### src/rtl/hsv_pipe.sv
// ============================================================================
// Module : hsv_pipe
// Brief  : 3-stage streaming RGB->HSV converter with an HSV colour-key mask.
//          Define HSV_STATS_EN to add per-frame match count and centroid sums.
// Rev    : 1.0  initial release
// ============================================================================
`default_nettype none

module hsv_pipe #(
  parameter  int W  = 8,
  parameter  int XW = 10,
  parameter  int YW = 9,
  parameter  int CW = 19,
  localparam int HW = W + 4
) (
  input  logic                 clk,
  input  logic                 rst_n,
  input  logic                 hold,
  input  logic                 in_valid,
  input  logic                 in_sof,
  input  logic                 in_eol,
  input  logic [W-1:0]         R,
  input  logic [W-1:0]         G,
  input  logic [W-1:0]         B,
  input  logic signed [HW-1:0] h_lo,
  input  logic signed [HW-1:0] h_hi,
  input  logic [W-1:0]         s_min,
  input  logic [W-1:0]         v_min,
  output logic                 out_valid,
  output logic                 out_sof,
  output logic                 out_eol,
  output logic signed [HW-1:0] H_o,
  output logic [W-1:0]         S_o,
  output logic [W-1:0]         V_o,
  output logic                 mask_o,
  output logic                 stat_valid,
  output logic [CW-1:0]        stat_count,
  output logic [CW+XW-1:0]     stat_sum_x,
  output logic [CW+YW-1:0]     stat_sum_y
);

  localparam logic [1:0] c_BR_ZERO = 2'd0;
  localparam logic [1:0] c_BR_R    = 2'd1;
  localparam logic [1:0] c_BR_G    = 2'd2;
  localparam logic [1:0] c_BR_B    = 2'd3;

  // ---------------- stage 1: input register ----------------
  logic [W-1:0] r_s1_r, r_s1_g, r_s1_b;
  logic         r_s1_valid, r_s1_sof, r_s1_eol;

  always_ff @(posedge clk) begin
    if (!rst_n) begin
      r_s1_r     <= '0;
      r_s1_g     <= '0;
      r_s1_b     <= '0;
      r_s1_valid <= 1'b0;
      r_s1_sof   <= 1'b0;
      r_s1_eol   <= 1'b0;
    end else if (!hold) begin
      r_s1_r     <= R;
      r_s1_g     <= G;
      r_s1_b     <= B;
      r_s1_valid <= in_valid;
      r_s1_sof   <= in_sof & in_valid;
      r_s1_eol   <= in_eol & in_valid;
    end
  end

  // ---------------- stage 2: max/min and hue branch ----------------
  logic [W-1:0] w_max, w_min;
  logic [1:0]   w_branch;

  always_comb begin
    w_max = r_s1_r;
    if (r_s1_g > w_max) w_max = r_s1_g;
    if (r_s1_b > w_max) w_max = r_s1_b;
    w_min = r_s1_r;
    if (r_s1_g < w_min) w_min = r_s1_g;
    if (r_s1_b < w_min) w_min = r_s1_b;
    // Equal maxima resolve in R, G, B order.
    if (w_max == '0)          w_branch = c_BR_ZERO;
    else if (w_max == r_s1_r) w_branch = c_BR_R;
    else if (w_max == r_s1_g) w_branch = c_BR_G;
    else                      w_branch = c_BR_B;
  end

  logic [W-1:0] r_s2_r, r_s2_g, r_s2_b, r_s2_max, r_s2_diff;
  logic [1:0]   r_s2_branch;
  logic         r_s2_valid, r_s2_sof, r_s2_eol;

  always_ff @(posedge clk) begin
    if (!rst_n) begin
      r_s2_r      <= '0;
      r_s2_g      <= '0;
      r_s2_b      <= '0;
      r_s2_max    <= '0;
      r_s2_diff   <= '0;
      r_s2_branch <= c_BR_ZERO;
      r_s2_valid  <= 1'b0;
      r_s2_sof    <= 1'b0;
      r_s2_eol    <= 1'b0;
    end else if (!hold) begin
      r_s2_r      <= r_s1_r;
      r_s2_g      <= r_s1_g;
      r_s2_b      <= r_s1_b;
      r_s2_max    <= w_max;
      r_s2_diff   <= w_max - w_min;
      r_s2_branch <= w_branch;
      r_s2_valid  <= r_s1_valid;
      r_s2_sof    <= r_s1_sof;
      r_s2_eol    <= r_s1_eol;
    end
  end

  // ---------------- stage 3: hue, key mask, output register ----------------
  logic signed [HW-1:0] w_re, w_ge, w_be, w_de, w_hue;
  logic                 w_hue_ok, w_mask;

  always_comb begin
    w_re = {{(HW-W){1'b0}}, r_s2_r};
    w_ge = {{(HW-W){1'b0}}, r_s2_g};
    w_be = {{(HW-W){1'b0}}, r_s2_b};
    w_de = {{(HW-W){1'b0}}, r_s2_diff};
    case (r_s2_branch)
      c_BR_R:  w_hue = w_ge - w_be;
      c_BR_G:  w_hue = (w_de <<< 1) + w_be - w_re;
      c_BR_B:  w_hue = (w_de <<< 2) + w_re - w_ge;
      default: w_hue = '0;
    endcase
    // An inverted window (h_lo > h_hi) wraps around the hue circle.
    if (h_lo <= h_hi) w_hue_ok = (w_hue >= h_lo) && (w_hue <= h_hi);
    else              w_hue_ok = (w_hue >= h_lo) || (w_hue <= h_hi);
    w_mask = r_s2_valid && w_hue_ok && (r_s2_diff >= s_min) && (r_s2_max >= v_min);
  end

  always_ff @(posedge clk) begin
    if (!rst_n) begin
      out_valid <= 1'b0;
      out_sof   <= 1'b0;
      out_eol   <= 1'b0;
      H_o       <= '0;
      S_o       <= '0;
      V_o       <= '0;
      mask_o    <= 1'b0;
    end else if (!hold) begin
      out_valid <= r_s2_valid;
      out_sof   <= r_s2_sof;
      out_eol   <= r_s2_eol;
      H_o       <= w_hue;
      S_o       <= r_s2_diff;
      V_o       <= r_s2_max;
      mask_o    <= w_mask;
    end
  end

`ifdef HSV_STATS_EN
  // ---------------- per-frame match statistics ----------------
  localparam int SXW = CW + XW;
  localparam int SYW = CW + YW;

  logic [XW-1:0]  r_x, w_x_cur;
  logic [YW-1:0]  r_y, w_y_cur;
  logic [CW-1:0]  r_acc_cnt, w_cnt_base, w_cnt_nxt;
  logic [SXW-1:0] r_acc_sx, w_sx_base, w_sx_nxt;
  logic [SYW-1:0] r_acc_sy, w_sy_base, w_sy_nxt;
  logic [CW:0]    w_cnt_sum;
  logic [SXW:0]   w_sx_sum;
  logic [SYW:0]   w_sy_sum;
  logic           r_seen;

  // A sof pixel starts from zero so it contributes to the new frame only.
  always_comb begin
    w_x_cur    = out_sof ? '0 : r_x;
    w_y_cur    = out_sof ? '0 : r_y;
    w_cnt_base = out_sof ? '0 : r_acc_cnt;
    w_sx_base  = out_sof ? '0 : r_acc_sx;
    w_sy_base  = out_sof ? '0 : r_acc_sy;
    w_cnt_sum  = {1'b0, w_cnt_base} + {{CW{1'b0}}, mask_o};
    w_sx_sum   = {1'b0, w_sx_base} + (mask_o ? {{(CW+1){1'b0}}, w_x_cur} : '0);
    w_sy_sum   = {1'b0, w_sy_base} + (mask_o ? {{(CW+1){1'b0}}, w_y_cur} : '0);
    w_cnt_nxt  = w_cnt_sum[CW]  ? '1 : w_cnt_sum[CW-1:0];
    w_sx_nxt   = w_sx_sum[SXW]  ? '1 : w_sx_sum[SXW-1:0];
    w_sy_nxt   = w_sy_sum[SYW]  ? '1 : w_sy_sum[SYW-1:0];
  end

  always_ff @(posedge clk) begin
    if (!rst_n) begin
      r_x        <= '0;
      r_y        <= '0;
      r_acc_cnt  <= '0;
      r_acc_sx   <= '0;
      r_acc_sy   <= '0;
      r_seen     <= 1'b0;
      stat_valid <= 1'b0;
      stat_count <= '0;
      stat_sum_x <= '0;
      stat_sum_y <= '0;
    end else if (!hold) begin
      stat_valid <= 1'b0;
      if (out_valid) begin
        r_acc_cnt <= w_cnt_nxt;
        r_acc_sx  <= w_sx_nxt;
        r_acc_sy  <= w_sy_nxt;
        if (out_eol) begin
          r_x <= '0;
          r_y <= w_y_cur + YW'(1);
        end else begin
          r_x <= w_x_cur + XW'(1);
          r_y <= w_y_cur;
        end
        if (out_sof) begin
          stat_count <= r_acc_cnt;
          stat_sum_x <= r_acc_sx;
          stat_sum_y <= r_acc_sy;
          stat_valid <= r_seen;
          r_seen     <= 1'b1;
        end
      end
    end
  end
`else
  assign stat_valid = 1'b0;
  assign stat_count = '0;
  assign stat_sum_x = '0;
  assign stat_sum_y = '0;
`endif

endmodule

`default_nettype wire

### config.mk
export PLATFORM = sky130hd
export DESIGN_NAME = hsv_pipe
export DESIGN_NICKNAME = d
export VERILOG_FILES = /design/src/rtl/hsv_pipe.sv
export SDC_FILE = /design/constraint.sdc
export NUM_CORES = 1
export LEC_CHECK = 0
export ABC_AREA = 1
export BUFFER_PORTS_ARGS = -buffer_cell sky130_fd_sc_hd__buf_4
export CAP_MARGIN = 20
export CELL_PAD_IN_SITES_DETAIL_PLACEMENT = 1
export CELL_PAD_IN_SITES_GLOBAL_PLACEMENT = 2
export CORE_MARGIN = 2
export CORE_UTILIZATION = 30
export CTS_CLUSTER_SIZE = 14
export DETAILED_ROUTE_END_ITERATION = 16
export PLACE_DENSITY_LB_ADDON = 0.25
export REMOVE_ABC_BUFFERS = 1
export SYNTH_ARGS = -nofsm -noshare
export SYNTH_HDL_FRONTEND = slang
export SYNTH_SLANG_ARGS = --single-unit
### constraint.sdc
create_clock -name clk -period 8.95 [get_ports clk]
set_input_delay 0.4475 -clock clk [delete_from_list [all_inputs] [get_ports clk]]
set_output_delay 0.4475 -clock clk [all_outputs]
set_load 0.02 [all_outputs]
==> results.json, run 1 <==
{
  "ys_types": 50,
  "ys_ff_latch": 104,
  "ys_top_cells_by_count": "nand2_1, inv_1, a21oi_1, o21ai_0, ha_1",
  "vias": 8060,
  "status": "complete, no violations",
  "cts_buffer_depth": 2,
  "area_growth_pct": 11.89,
  "synth_edf_count": 0,
  "min_path_type": "primary input to flop",
  "max_cap_viol_count": 0,
  "antenna_cells": 0,
  "rsz0062_at_grt": "no",
  "die_area_um2": 31210,
  "yosysMostFrequentCell": "nand2_1",
  "numCtsBuffers": 9,
  "setup.worst_path.end_class": "flop",
  "yosys-top-cells-area": "dfxtp_1, ha_1, nand2_1",
  "arrival_ps": 5450,
  "gr-usage-met1_pct": 22.23,
  "clk_latency_ps": 360,
  "start_util_pct": 30.33,
  "gp_congestion": 0.8089,
  "port-buffer-count": 101,
  "grt_use_total_pct": 17.54,
  "seq_power_share_pct": 25.2,
  "cp_num_buf_inv": 7,
  "cp_slowest_stage_delay_ps": 430,
  "drc": 0,
  "crit_type": "flop to flop",
  "coreArea_um2": 29480,
  "synth-main-ff-cell": "dfxtp_1",
  "cp_common_cell": "nand2_1",
  "setup_tns_ps": 0,
  "grt_pass1_vias": 8355,
  "critical_path_peak_fanout": 29,
  "cp-start-kind": "flop",
  "finalCriticalPeriod_ps": 5187,
  "cts_tree": "yes",
  "netlist_area_um2": 8942,
  "layout.nets": 1548,
  "h-tree-depth": 3,
  "root_buffer": "clkbuf_16",
  "worstPathRequired_ps": 9220,
  "holdBufCountCts": 0,
  "maxSlewViolCount": 0,
  "syn_area_per_cell_um2": 7.019,
  "post_route_cells_drive_above_1_share_pct": 13.00,
  "viasPerCell": 4.622,
  "tightest_slew_ps": 885.5,
  "synth_top_area_share_pct": 23.28,
  "period_share_pct": 57.96,
  "dpl.hpwl_mm": 21.08,
  "fmax_mhz": 192.8,
  "swShare_pct": 47.53,
  "stdcell_count": 1744,
  "cts_sinks": 104,
  "clock_power_share_pct": 18.2,
  "grt_max_degree": 84,
  "ys_async_sr_fraction_pct": 0,
  "yosys_warnings": 0,
  "comb_power_share_pct": 56.6,
  "critical_path.top_delay_family": "simple AND/OR/NAND/NOR gates",
  "ant_nets": 0,
  "gr-total-overflow": 0,
  "p_leak_nw": 5.144,
  "die_y_um": 176.7,
  "intPower_mw": 1.156,
  "syn_inst": 1274,
  "grt_busiest_layer": "met2",
  "totalWireLength_mm": 26.47,
  "io_pins": 179,
  "slowest_stage": "dfxtp_1",
  "clkSlewWorstSetupHoldPaths_ps": 80,
  "rows": 63,
  "yosys.area.top_type": "dfxtp_1",
  "avgRoutedWirePerCell_um": 15.18,
  "worstSetupPathDepth": 33,
  "skew_ps": 13.20,
  "ys_seq_area_share_pct": 23.28,
  "drtIter0Drc": 288,
  "p_switching_mw": 1.047,
  "hold_violations": 0,
  "gr-usage-met2_pct": 32.08,
  "dp.cells": 1728,
  "setup_viol": 0,
  "r2r_cells": 33,
  "relSlewSlack_pct": 40.96,
  "p_per_area_nw_per_um2": 220.3,
  "cts_setup_buffers": 0,
  "drt-pass1-iter-count": 4,
  "vdd_ir_drop_max_v": 0.00009463,
  "chipWidth_um": 176.7,
  "use_met3_pct": 1.890,
  "post_cts_resized": 0,
  "antenna_found_initial": 0,
  "hold_depth": 3,
  "grt_pass1_wl_mm": 43.27
}
-- area by class of cell --
cell class / count / area (µm²)
multi-input cells: 932 / 5620
repair buffers: 104 / 780.7
flip-flops and latches: 104 / 2082
well taps: 390 / 488.0
clock inverters: 6 / 51.30
clock buffers: 10 / 239.0
inverters: 198 / 744.5
fillers: 3772 / 19470
-- per-stage QoR --
step	total power, mW	cell area (µm²)	utilization [%]	hold WS (ps)	setup WS (ps)
after floorplan	1.448	8447	-	439.7	4570
after global placement	1.807	9716	32.96	450.4	3950
after detailed placement	1.833	9716	32.96	456.4	3722
after CTS	2.251	10010	33.94	317.6	3723
after global routing	2.454	10010	33.94	358.4	3198
final	2.204	10010	33.94	328.9	3763
-- final timing paths --
| check | from | to | slack, ps |
|---|---|---|---|
| worst max-delay path | r_s1_r[7] | r_s2_diff[7] | 3760 |
| worst min register to register | r_s1_sof | r_s1_sof | 470 |
| worst max register to register | r_s1_r[7] | r_s2_diff[7] | 3760 |
| worst min-delay path | B[3] | r_s1_b[3] | 330 |
-- tightest hold or removal path, cell delays in order --
cell and delay [ps]:
buf_4 70, o21ai_0 60, nor2_1 70
-- power by group through the flow --
stage / Combinational (mW) / Clock [mW] / Sequential, mW
6_report: 1.25 / 0.400 / 0.555
3_3_place_gp: 1.24 / 0 / 0.566
5_1_grt: 1.45 / 0.439 / 0.563
3_5_place_dp: 1.27 / 0 / 0.567
2_1_floorplan: 0.880 / 0 / 0.569
4_1_cts: 1.27 / 0.423 / 0.556
-- flip-flops by register name, indices dropped and copies added, names as in the netlist, 2 cells and up --
signal,cells
r_s2_branch,2
r_s2_diff,8
r_s2_max,8
r_s2_r,8
H_o,12
r_s1_b,8
r_s2_b,8
S_o,8
r_s1_g,8
V_o,8
r_s1_r,8
r_s2_g,8
-- logic make-up (layout without fill, tap and decap cells) --
logic type | Yosys count | in the layout | share of synthesized area [%]
flops | 104 | 104 | 23.28
xor+xnor | 6 | 6 | 0.5877
other cells | 1 | 77 | 0.04194
buf+inv | 314 | 318 | 17.06
fa+ha+maj | 129 | 129 | 19.48
compound gates | 280 | 280 | 16.69
simple gates | 440 | 440 | 22.86
-- placed cells by master (no fill, tap or decap), drive strengths merged, types with 77 or more instances in the layout --
cell,instances
a21oi,121
buf,104
conb,77
dfxtp,104
ha,112
inv,197
nand2,232
nand3,81
nor2,103
o21ai,128
-- metal layers --
| layer | vias to the layer above | wire length [µm] |
|---|---|---|
| met5 | - | 0 |
| met4 | 0 | 290 |
| met3 | 19 | 683 |
| met2 | 126 | 13000 |
| met1 | 3771 | 12500 |
| li1 | 4144 | - |
Note: power is estimated with default switching activity, not from simulation.
==> run 2: changes to the inputs <==
==> constraint.sdc (replaced) <==
create_clock -name clk -period 5 [get_ports clk]
set_input_delay 0.25 -clock clk [delete_from_list [all_inputs] [get_ports clk]]
set_output_delay 0.25 -clock clk [all_outputs]
set_load 0.02 [all_outputs]
==> results.json, run 2 (synthesis gave the netlist of run 1 again) <==
{
  "status": "complete, no violations",
  "skew_ps": 12.79,
  "totalWireLength_mm": 27.08,
  "period_share_pct": 91.36,
  "slowest_stage": "dfxtp_2",
  "grt_use_total_pct": 17.79,
  "clk_latency_ps": 370,
  "arrival_ps": 4830,
  "critical_path_peak_fanout": 15,
  "antenna_cells": 0,
  "io_pins": 179,
  "min_path_type": "primary input to flop",
  "clkSlewWorstSetupHoldPaths_ps": 80,
  "post_route_cells_drive_above_1_share_pct": 14.81,
  "cts_setup_buffers": 0,
  "largest_reg_flops": 12,
  "relSlewSlack_pct": 35.25,
  "grt_max_degree": 67,
  "use_met3_pct": 1.954,
  "gp_congestion": 0.8256,
  "vdd_ir_drop_max_v": 0.0001862,
  "start_util_pct": 30.33,
  "gr-usage-met2_pct": 32.00,
  "max_cap_viol_count": 0,
  "cp_slowest_stage_delay_ps": 380,
  "maxSlewViolCount": 0,
  "worstPathRequired_ps": 5270,
  "rsz0062_at_grt": "no",
  "grt_pass1_wl_mm": 44.08,
  "dpl.hpwl_mm": 21.72,
  "setup.worst_path.end_class": "flop",
  "antenna_found_initial": 0,
  "root_buffer": "clkbuf_16",
  "hold_violations": 0,
  "layout_common_cells": "nand2_1, inv_1, a21oi_1, o21ai_0, buf_4",
  "port-buffer-count": 101,
  "gr-usage-met1_pct": 23.11,
  "finalCriticalPeriod_ps": 4568,
  "h-tree-depth": 3,
  "cts_sinks": 104,
  "drt-pass1-iter-count": 4,
  "crit_type": "flop to flop",
  "multi_input_area_um2": 5653,
  "p_leak_nw": 5.227,
  "drc": 0,
  "grt_pass1_vias": 8358,
  "final_common_cell": "nand2_1",
  "setup_viol": 0,
  "avgRoutedWirePerCell_um": 15.38,
  "setup_tns_ps": 0,
  "post_cts_resized": 0,
  "rows": 63,
  "drtIter0Drc": 298,
  "n_fill_cell": 3783,
  "cts_tree": "yes",
  "finalPower_mw": 4.047,
  "die_y_um": 176.7,
  "fmax_mhz": 218.9,
  "cp_common_cell": "nand2_1",
  "cp-start-kind": "flop",
  "ant_nets": 0,
  "tightest_slew_ps": 971.3,
  "cts_buffer_depth": 2,
  "area_growth_pct": 13.84,
  "area.sequential_um2": 2091,
  "chipWidth_um": 176.7,
  "p_per_area_nw_per_um2": 397.6,
  "die_area_um2": 31210,
  "gr-total-overflow": 0,
  "coreArea_um2": 29480,
  "holdBufCountCts": 0,
  "numCtsBuffers": 9,
  "layout.nets": 1565,
  "top_register": "H_o",
  "viasPerCell": 4.656,
  "vias": 8200,
  "grt_busiest_layer": "met2"
}
run 2: report_power, final:
part	internal (mW)	switching [mW]	leakage (nW)	total, mW
Combinational	0.862	1.46	4.22	2.32
Clock	0.351	0.383	0.141	0.734
Sequential	0.918	0.0755	0.864	0.994
run 2: metrics by stage:
step                      hold slack (ps)  utilization (%)  cells  instance area [µm²]  worst slack [ps]
after floorplan                     339.4                -   1234                 8447             620.1
after global placement              452.3            33.39   1745                 9843             288.1
after global routing                150.7            34.53   1761                10180             14.64
after CTS                           116.8            34.38   1761                10130             179.2
final                               122.0            34.53   1761                10180             432.1
after detailed placement            459.7            33.39   1745                 9843             231.0
run 2: worst paths after layout:
| path | from | to | slack [ps] | depth (start not counted) |
|---|---|---|---|---|
| max | r_s1_r[2] | r_s2_diff[7] | 430 | 34 |
| min | B[3] | r_s1_b[3] | 120 | 3 |
| max reg2reg | r_s1_r[2] | r_s2_diff[7] | 430 | 34 |
| min reg2reg | r_s1_eol | r_s1_eol | 470 | 2 |
run 2: layer usage:
metal	vias up	routed length [µm]	share of wire, %
met2	130	13630	50
met4	0	202	0.75
li1	4176	-	-
met3	10	727	2.7
met1	3884	12520	46
met5	-	0	0
run 2: final cells by class:
type                    instances  share of cell area, %
multi-input cells             932                  55.53
repair buffers                121                  8.960
clock inverters                 7                 0.6514
well taps                     390                  4.793
inverters                     198                  7.313
clock buffers                   9                  2.212
flip-flops and latches        104                  20.54
run 2: critical path: cells and delay by family, from the launching register on:
kind / cells / cell delay (ps)
simple gates: 20 / 2110
fa+ha+maj: 3 / 940
buf+inv: 8 / 580
compound gates: 3 / 440
flops: 1 / 380
